[src/rtl/alu_ctrl_pkg.sv]
// Shared ALU opcode encodings and arbiter FSM state type.
package alu_ctrl_pkg;
  localparam logic [2:0] OP_ADD = 3'b000;
  localparam logic [2:0] OP_SUB = 3'b001;
  localparam logic [2:0] OP_AND = 3'b010;
  localparam logic [2:0] OP_OR  = 3'b011;
  localparam logic [2:0] OP_XOR = 3'b100;
  localparam logic [2:0] OP_NOT = 3'b101;
  localparam logic [2:0] OP_SHL = 3'b110;
  localparam logic [2:0] OP_SHR = 3'b111;

  typedef enum logic [1:0] {
    ST_IDLE = 2'd0,
    ST_EXEC = 2'd1,
    ST_RESP = 2'd2
  } state_t;
endpackage

[src/rtl/alu_4bit.sv]
// Combinational 4-bit ALU; carry is add carry-out, subtract borrow, or shifted-out bit.
module alu_4bit
  import alu_ctrl_pkg::*;
(
  input  logic [3:0] a,
  input  logic [3:0] b,
  input  logic [2:0] op,
  output logic [3:0] result,
  output logic       carry,
  output logic       zero
);
  logic [4:0] t;

  always_comb begin
    t = '0;
    case (op)
      OP_ADD:  t = {1'b0, a} + {1'b0, b};
      OP_SUB:  t = {1'b0, a} - {1'b0, b};
      OP_AND:  t = {1'b0, a & b};
      OP_OR:   t = {1'b0, a | b};
      OP_XOR:  t = {1'b0, a ^ b};
      OP_NOT:  t = {1'b0, ~a};
      OP_SHL:  t = {a, 1'b0};
      OP_SHR:  t = {a[0], 1'b0, a[3:1]};
      default: t = '0;
    endcase
  end

  assign result = t[3:0];
  assign carry  = t[4];
  assign zero   = (t[3:0] == 4'd0);
endmodule

[src/rtl/rr_arbiter2.sv]
// Two-way round-robin arbiter; on a tie the requester not granted last time wins.
module rr_arbiter2 (
  input  logic [1:0] req,
  input  logic       en,
  input  logic       last_grant,
  output logic [1:0] grant
);
  always_comb begin
    grant = 2'b00;
    if (en) begin
      case (req)
        2'b01:   grant = 2'b01;
        2'b10:   grant = 2'b10;
        2'b11:   grant = last_grant ? 2'b01 : 2'b10;
        default: grant = 2'b00;
      endcase
    end
  end
endmodule

[src/rtl/alu_arbiter.sv]
// Shares one alu_4bit between two valid/ready requesters; one op in flight,
// result registered at the end of EXEC and held until the owner accepts it.
module alu_arbiter
  import alu_ctrl_pkg::*;
#(
  parameter int CNT_W = 8
) (
  input  logic             clk,
  input  logic             rst,
  input  logic [1:0]       req_valid,
  output logic [1:0]       req_ready,
  input  logic [3:0]       req0_a,
  input  logic [3:0]       req0_b,
  input  logic [2:0]       req0_op,
  input  logic [3:0]       req1_a,
  input  logic [3:0]       req1_b,
  input  logic [2:0]       req1_op,
  output logic [1:0]       rsp_valid,
  input  logic [1:0]       rsp_ready,
  output logic [3:0]       rsp_result,
  output logic             rsp_carry,
  output logic             rsp_zero,
  output logic             busy,
  output logic [CNT_W-1:0] op_count
);
  state_t           state_q;
  logic             last_grant_q, owner_q;
  logic [3:0]       a_q, b_q, result_q;
  logic [2:0]       op_q;
  logic             carry_q, zero_q;
  logic [CNT_W-1:0] op_count_q;

  logic [1:0] grant;
  logic       hs, sel;
  logic [3:0] alu_res;
  logic       alu_c, alu_z;

  rr_arbiter2 u_arb (
    .req        (req_valid),
    .en         (state_q == ST_IDLE),
    .last_grant (last_grant_q),
    .grant      (grant)
  );

  alu_4bit u_alu (
    .a      (a_q),
    .b      (b_q),
    .op     (op_q),
    .result (alu_res),
    .carry  (alu_c),
    .zero   (alu_z)
  );

  assign hs  = |(req_valid & grant);
  assign sel = grant[1];

  always_ff @(posedge clk) begin
    if (rst) begin
      state_q      <= ST_IDLE;
      last_grant_q <= 1'b1;
      owner_q      <= 1'b0;
      a_q          <= '0;
      b_q          <= '0;
      op_q         <= '0;
      result_q     <= '0;
      carry_q      <= 1'b0;
      zero_q       <= 1'b0;
      op_count_q   <= '0;
    end else begin
      case (state_q)
        ST_IDLE: if (hs) begin
          state_q      <= ST_EXEC;
          owner_q      <= sel;
          last_grant_q <= sel;
          a_q          <= sel ? req1_a  : req0_a;
          b_q          <= sel ? req1_b  : req0_b;
          op_q         <= sel ? req1_op : req0_op;
        end
        ST_EXEC: begin
          result_q <= alu_res;
          carry_q  <= alu_c;
          zero_q   <= alu_z;
          state_q  <= ST_RESP;
        end
        ST_RESP: if (rsp_ready[owner_q]) begin
          state_q    <= ST_IDLE;
          op_count_q <= op_count_q + CNT_W'(1);
        end
        default: state_q <= ST_IDLE;
      endcase
    end
  end

  // Non-owner's rsp_ready is never looked at, so its bit stays low.
  assign req_ready  = grant;
  assign rsp_valid  = (state_q == ST_RESP) ? (owner_q ? 2'b10 : 2'b01) : 2'b00;
  assign rsp_result = result_q;
  assign rsp_carry  = carry_q;
  assign rsp_zero   = zero_q;
  assign busy       = (state_q != ST_IDLE);
  assign op_count   = op_count_q;
endmodule

[config.mk]
export PLATFORM = sky130hd
export DESIGN_NAME = alu_arbiter
export DESIGN_NICKNAME = d
export VERILOG_FILES = /design/src/rtl/alu_ctrl_pkg.sv /design/src/rtl/alu_4bit.sv /design/src/rtl/rr_arbiter2.sv /design/src/rtl/alu_arbiter.sv
export SDC_FILE = /design/constraint.sdc
export NUM_CORES = 1
export LEC_CHECK = 0
export CAP_MARGIN = 20
export CORE_ASPECT_RATIO = 1.2
export CORE_MARGIN = 4
export CORE_UTILIZATION = 48
export CTS_CLUSTER_DIAMETER = 80
export CTS_CLUSTER_SIZE = 25
export DETAILED_ROUTE_END_ITERATION = 8
export PLACE_DENSITY = 0.84
export SLEW_MARGIN = 40
export SYNTH_ARGS = -nofsm -noshare
export SYNTH_HDL_FRONTEND = slang
export SYNTH_SLANG_ARGS = --single-unit
[constraint.sdc]
create_clock -name clk -period 2.8 [get_ports clk]
set_input_delay 0.56 -clock clk [delete_from_list [all_inputs] [get_ports clk]]
set_output_delay 0.56 -clock clk [all_outputs]
set_load 0.005 [all_outputs]
======== Word level (Yosys, flattened, before mapping) ========
Index checks and enable logic that the tools add are counted.
W data, S select, Z words.
storage, ports and cells
  flip-flop bits (word level) ............. 29
  input port bits ......................... 28
  output and inout bits ................... 19
  word-level logic and storage cells ...... 55
cells by class
  add/subtract/negate cells ............... 3
  order comparisons ....................... 1
  eq/ne operators ......................... 14
  muxes and demuxes ....................... 14
  bitwise logic cells ..................... 5
  reduce and logical (&&, ||, !) cells .... 8
operators with widths
  kind                   count
  $pmux W5 S8            1
  $eq A3 B3 Y1 const B   4
  $mux W2                6
  $pmux W2 S3            2
  $add A8 B1 Y8 const B  1
  $mux W4                2
  $eq A2 B2 Y1 const B   3
  $eq A3 B2 Y1 const B   2
  $reduce_and A2 Y1      3
  $add A4 B4 Y5          1
  $sub A4 B4 Y5          1
  $and A4 B4 Y4          1
  $eq A2 B1 Y1 const B   2
  $logic_not A4 Y1       1
  $ne A2 B2 Y1 const B   2
  $not A4 Y4             1
  $or A4 B4 Y4           1
  $xor A4 B4 Y4          1
  $eq A3 B1 Y1 const B   1
  $logic_not A3 Y1       1
  $mux W3                1
  $and A2 B2 Y2          1
  $logic_not A2 Y1       1
  $lt A1 B2 Y1 const B   1
  3 further kinds        4

======== Logic depth before layout (Yosys ltp) ========
  depth in word-level cells ............... 7
  mapped depth ............................ 11
  mapped depth without buffers ............ 10

======== Hierarchy ========
From an unflattened synthesis, not the netlist that was laid out.
second synthesis, totals
  cells, all modules ...................... 217
  area, all modules ....................... 1910.6 sq um
modules (own cells, without submodules)
  module       times used  cells an instance  area an instance (sq um)  seq. area each (sq um)
  alu_arbiter  1           134                1281.2                    580.6
  alu_4bit     1           78                 608.1                     0.0
  rr_arbiter2  1           5                  21.3                      0.0

======== Worst setup path after synthesis ========
OpenSTA, ideal clock, no wires.
  kind .................................... flip-flop to flip-flop
  start point ............................. reg op_q[1]
  end point ............................... reg carry_q, in the netlist rsp_carry
  library setup time ...................... 78 ps
  arrival ................................. 2038 ps
  required time ........................... 2722 ps
  path slack .............................. 684 ps
  cell stages (with the launch flop) ...... 11
  buffers on the path ..................... 1
  clock period less this slack ............ 2116 ps
  cells stage by stage .................... dfxtp_1 clkbuf_1 nor2_1 nand2_1 mux2i_1 fa_1 a21o_1 a21oi_1 xor2_1 a21oi_1 nor3_1
on the way
  longest elaborated chain between the ends .. 2
  elaborated cells on any way between the ends .. 9
  classes of those cells .................. 7 x eq/ne; 1 x mux; 1 x reduce/logical
ends and longest elaborated chain
  what                                  line               source
  from (decl)                           alu_arbiter.sv:29  logic [2:0] op_q;
  from (signal assigned)                alu_arbiter.sv:77  op_q <= sel ? req1_op : req0_op;
  $eq A3 B3 Y1 (tied with other cells)  alu_4bit.sv:16     case (op)
  $pmux W5 S8 *                         alu_4bit.sv:16
  to (signal assigned)                  alu_arbiter.sv:81  carry_q <= alu_c;
  to (decl)                             alu_arbiter.sv:30  logic carry_q, zero_q;
Every way passes the cells marked *; elsewhere a longest branch is shown, timed or not.
A chain may end at the register's enable or synchronous reset.

======== Worst setup path in the final report ========
  start point ............................. in req_valid[0]
  end point ............................... out req_ready[1]
on the way
  longest elaborated chain between the ends .. 3
  elaborated cells on any way between the ends .. 5
  classes of those cells .................. 3 x eq/ne; 2 x mux
ends and longest elaborated chain
  what                                          line               source
  from (decl)                                   alu_arbiter.sv:10  input logic [1:0] req_valid,
  $eq A2 B2 Y1 or $eq A2 B1 Y1 (tied branches)  rr_arbiter2.sv:11  case (req)
  $pmux W2 S3 *                                 rr_arbiter2.sv:11
  $mux W2 *                                     rr_arbiter2.sv:10  if (en) begin
  to (decl)                                     alu_arbiter.sv:11  output logic [1:0] req_ready,
Marks and branches as above.

==> flow_summary.json <==
{
  "dr_wl_met3_um": 196,
  "path_cells": "clkdlybuf4s50_1 > nand2_1 > nand3_1 > inv_1 > clkdlybuf4s50_1",
  "path_max_fanout": 4,
  "syn_area_per_cell_um2": 7.854,
  "synth_async_sr_flop_share": 0,
  "cts_buffer_depth": 2,
  "leakage_nw": 1.005,
  "clkLatencyLatePin_ns": 0.28,
  "grt_pass1_vias": 1565,
  "vias_per_cell": 5.316,
  "nets": 319,
  "synth_edf_count": 0,
  "worstPathRequired_ns": 2.24,
  "io_pins": 47,
  "ir_worst_vdd_mv": 0.3247,
  "cts_resized": 0,
  "power_density_nw_per_um2": 587.2,
  "cts-hold-fix-buffers": 0,
  "outcome": "complete, no violations",
  "clk_pin_slew_worst_paths_ns": 0.06,
  "yosysUniqueCellTypes": 39,
  "place_inst": 308,
  "worst_setup_path_start_kind": "input port",
  "grt_max_degree": 23,
  "ys.flop_type": "dfxtp_1",
  "drtAntennaViolNets": 0,
  "setup_tns_ns": 0,
  "arrival_ns": 1.78,
  "utilization": 0.6694,
  "ys_top_cells_by_area": "dfxtp_1, ha_1, nand2_1, nor2_1, a311oi_1",
  "stdcell_area_um2": 2412,
  "post_cts.repair.setup_buffers": 0,
  "worstHoldPathType": "reg2reg",
  "power_mw": 1.417,
  "rsz0062_at_grt": "false",
  "end_kind": "output port",
  "relSlewSlack": 0.5784,
  "synthCells": 227,
  "critPathSlowestCell": "clkdlybuf4s50_1",
  "antenna_cells": 0,
  "drt_iter0_drc": 70,
  "grt_overflow": 0,
  "fp-row-count": 24,
  "routed-wl-met2_mm": 1.889,
  "place_congestion": 0.9234,
  "fmax_ghz": 0.4271,
  "ys_ff_latch": 29,
  "vias": 1680,
  "yosysTopAreaCell": "dfxtp_1",
  "synth_top_area_frac": 0.3256,
  "ys_seq_area_frac": 0.3256,
  "floorplan.initialDensity": 0.4948,
  "fin_crit_sh": 0.8362,
  "cts_max_level": 2,
  "layout.cells.non_filler": 316,
  "drt_pass1_iterations": 4,
  "top_layer": "met4",
  "max_cap_viol_count": 0,
  "layout-drive-gt1-share": 0.05776,
  "cts.sinks": 29,
  "syn-num-nets": 270,
  "cts-root-buf": "clkbuf_8",
  "slew_violations": 0,
  "wl_per_cell_um": 12.32,
  "period_needed_ns": 2.341,
  "worst_slew_pin_slew_ns": 0.6304,
  "port_buffers": 46,
  "placed_cell_area_um2": 2296,
  "path_class": "in2out",
  "antenna_found_initial": 0,
  "synth_common_cells": "nand2_1, nor2_1, dfxtp_1, inv_1",
  "dieWidth_um": 63.64,
  "clock_skew_ns": 0.002055,
  "area_delta_synth_final_pct": 35.30,
  "wirelength_mm": 3.892,
  "wl_met1_mm": 1.744,
  "coreArea_um2": 3603,
  "die_h_um": 74.77,
  "cts_tree": "done",
  "dieArea_um2": 4758,
  "cp_common_cell": "clkdlybuf4s50_1",
  "hpwl_mm": 2.985,
  "cts_buffers": 5,
  "setup-violations-final": 0,
  "drc": 0,
  "track_usage": 0.1694,
  "finalHoldViolations": 0,
  "fillers": 307,
  "yosysWarnings": 0,
  "path_buf_inv": 3,
  "max_stage_delay_ns": 0.50,
  "cp_top_family": "buffers and inverters",
  "grt_pass1_wl_mm": 6.555,
  "syn_area_um2": 1783
}
[cell families (layout without fill, tap and decap cells)]
| logic type | Yosys count | in the layout | share of synthesized area |
|---|---|---|---|
| AO/OA/AOI/OAI | 47 | 47 | 0.1804 |
| XOR/XNOR | 11 | 11 | 0.05403 |
| adder cells (fa/ha/maj) | 15 | 15 | 0.1095 |
| buffers and inverters | 27 | 77 | 0.06315 |
| flip-flops | 29 | 29 | 0.3256 |
| multiplexers | 7 | 7 | 0.04632 |
| AND/OR/NAND/NOR | 91 | 91 | 0.2211 |
[metrics by stage]
step | hold slack (ns) | setup WS, ns
floorplan | 0.4560 | 0.6838
global placement | 0.4802 | 0.4539
detailed placement | 0.4781 | 0.4575
CTS | 0.4911 | 0.4453
global route | 0.5188 | 0.3820
finish | 0.4864 | 0.4588
[flip-flops by register name, indices dropped and copies added, names as in the netlist]
name	flops
rsp_zero	1
b_q	4
rsp_result	4
a_q	4
state_q	2
owner_q	1
rsp_carry	1
last_grant_q	1
op_count	8
op_q	3
[final timing paths]
| path | slack (ns) | to | start | cells past startpoint |
|---|---|---|---|---|
| min reg2reg | 0.49 | rsp_carry | rsp_carry | 2 |
| min | 0.49 | rsp_carry | rsp_carry | 2 |
| max | 0.46 | req_ready[1] | req_valid[0] | 5 |
| max reg2reg | 0.59 | rsp_zero | b_q[0] | 8 |
[layout by cell type (no fill, tap or decap), types with 4 or more instances in the layout]
master	instances
nor2b_1	4
a21oi_1	14
inv_1	15
nor3_1	4
nand2_1	34
nor2_1	34
buf_4	8
nand3_1	4
xor2_1	6
clkdlybuf4s50_1	46
ha_1	14
dfxtp_1	29
xnor2_1	5
clkbuf_8	6
o21ai_0	4
mux2i_1	6
a311oi_1	11
[metal layers]
layer / up-vias / global-route usage
met2: 48 / 0.2993
met4: 0 / 0.06715
met5: - / 0
met3: 8 / 0.04179
li1: 877 / -
met1: 747 / 0.1994
[layout make-up]
type / count / area, um2 / share of cell area
Multi-Input combinational cell: 171 / 1090 / 0.4518
Clock buffer: 7 / 86.33 / 0.03579
Sequential cell: 29 / 580.6 / 0.2407
Inverter: 15 / 56.30 / 0.02334
Tap cell: 39 / 48.80 / 0.02023
Clock inverter: 1 / 30.03 / 0.01245
Timing Repair Buffer: 54 / 520.5 / 0.2158
[worst min-delay path: stages (launching register included)]
cell and delay (ns):
dfxtp_1 0.31, nor2_1 0.09, nor3_1 0.04
[power breakdown]
group	leakage, nW	switching [mW]	internal, mW
combinational	0.709	0.235	0.244
sequential	0.238	0.0387	0.451
clock	0.0585	0.158	0.290
total	1.01	0.432	0.985
Power figures use the tool's default switching activity.
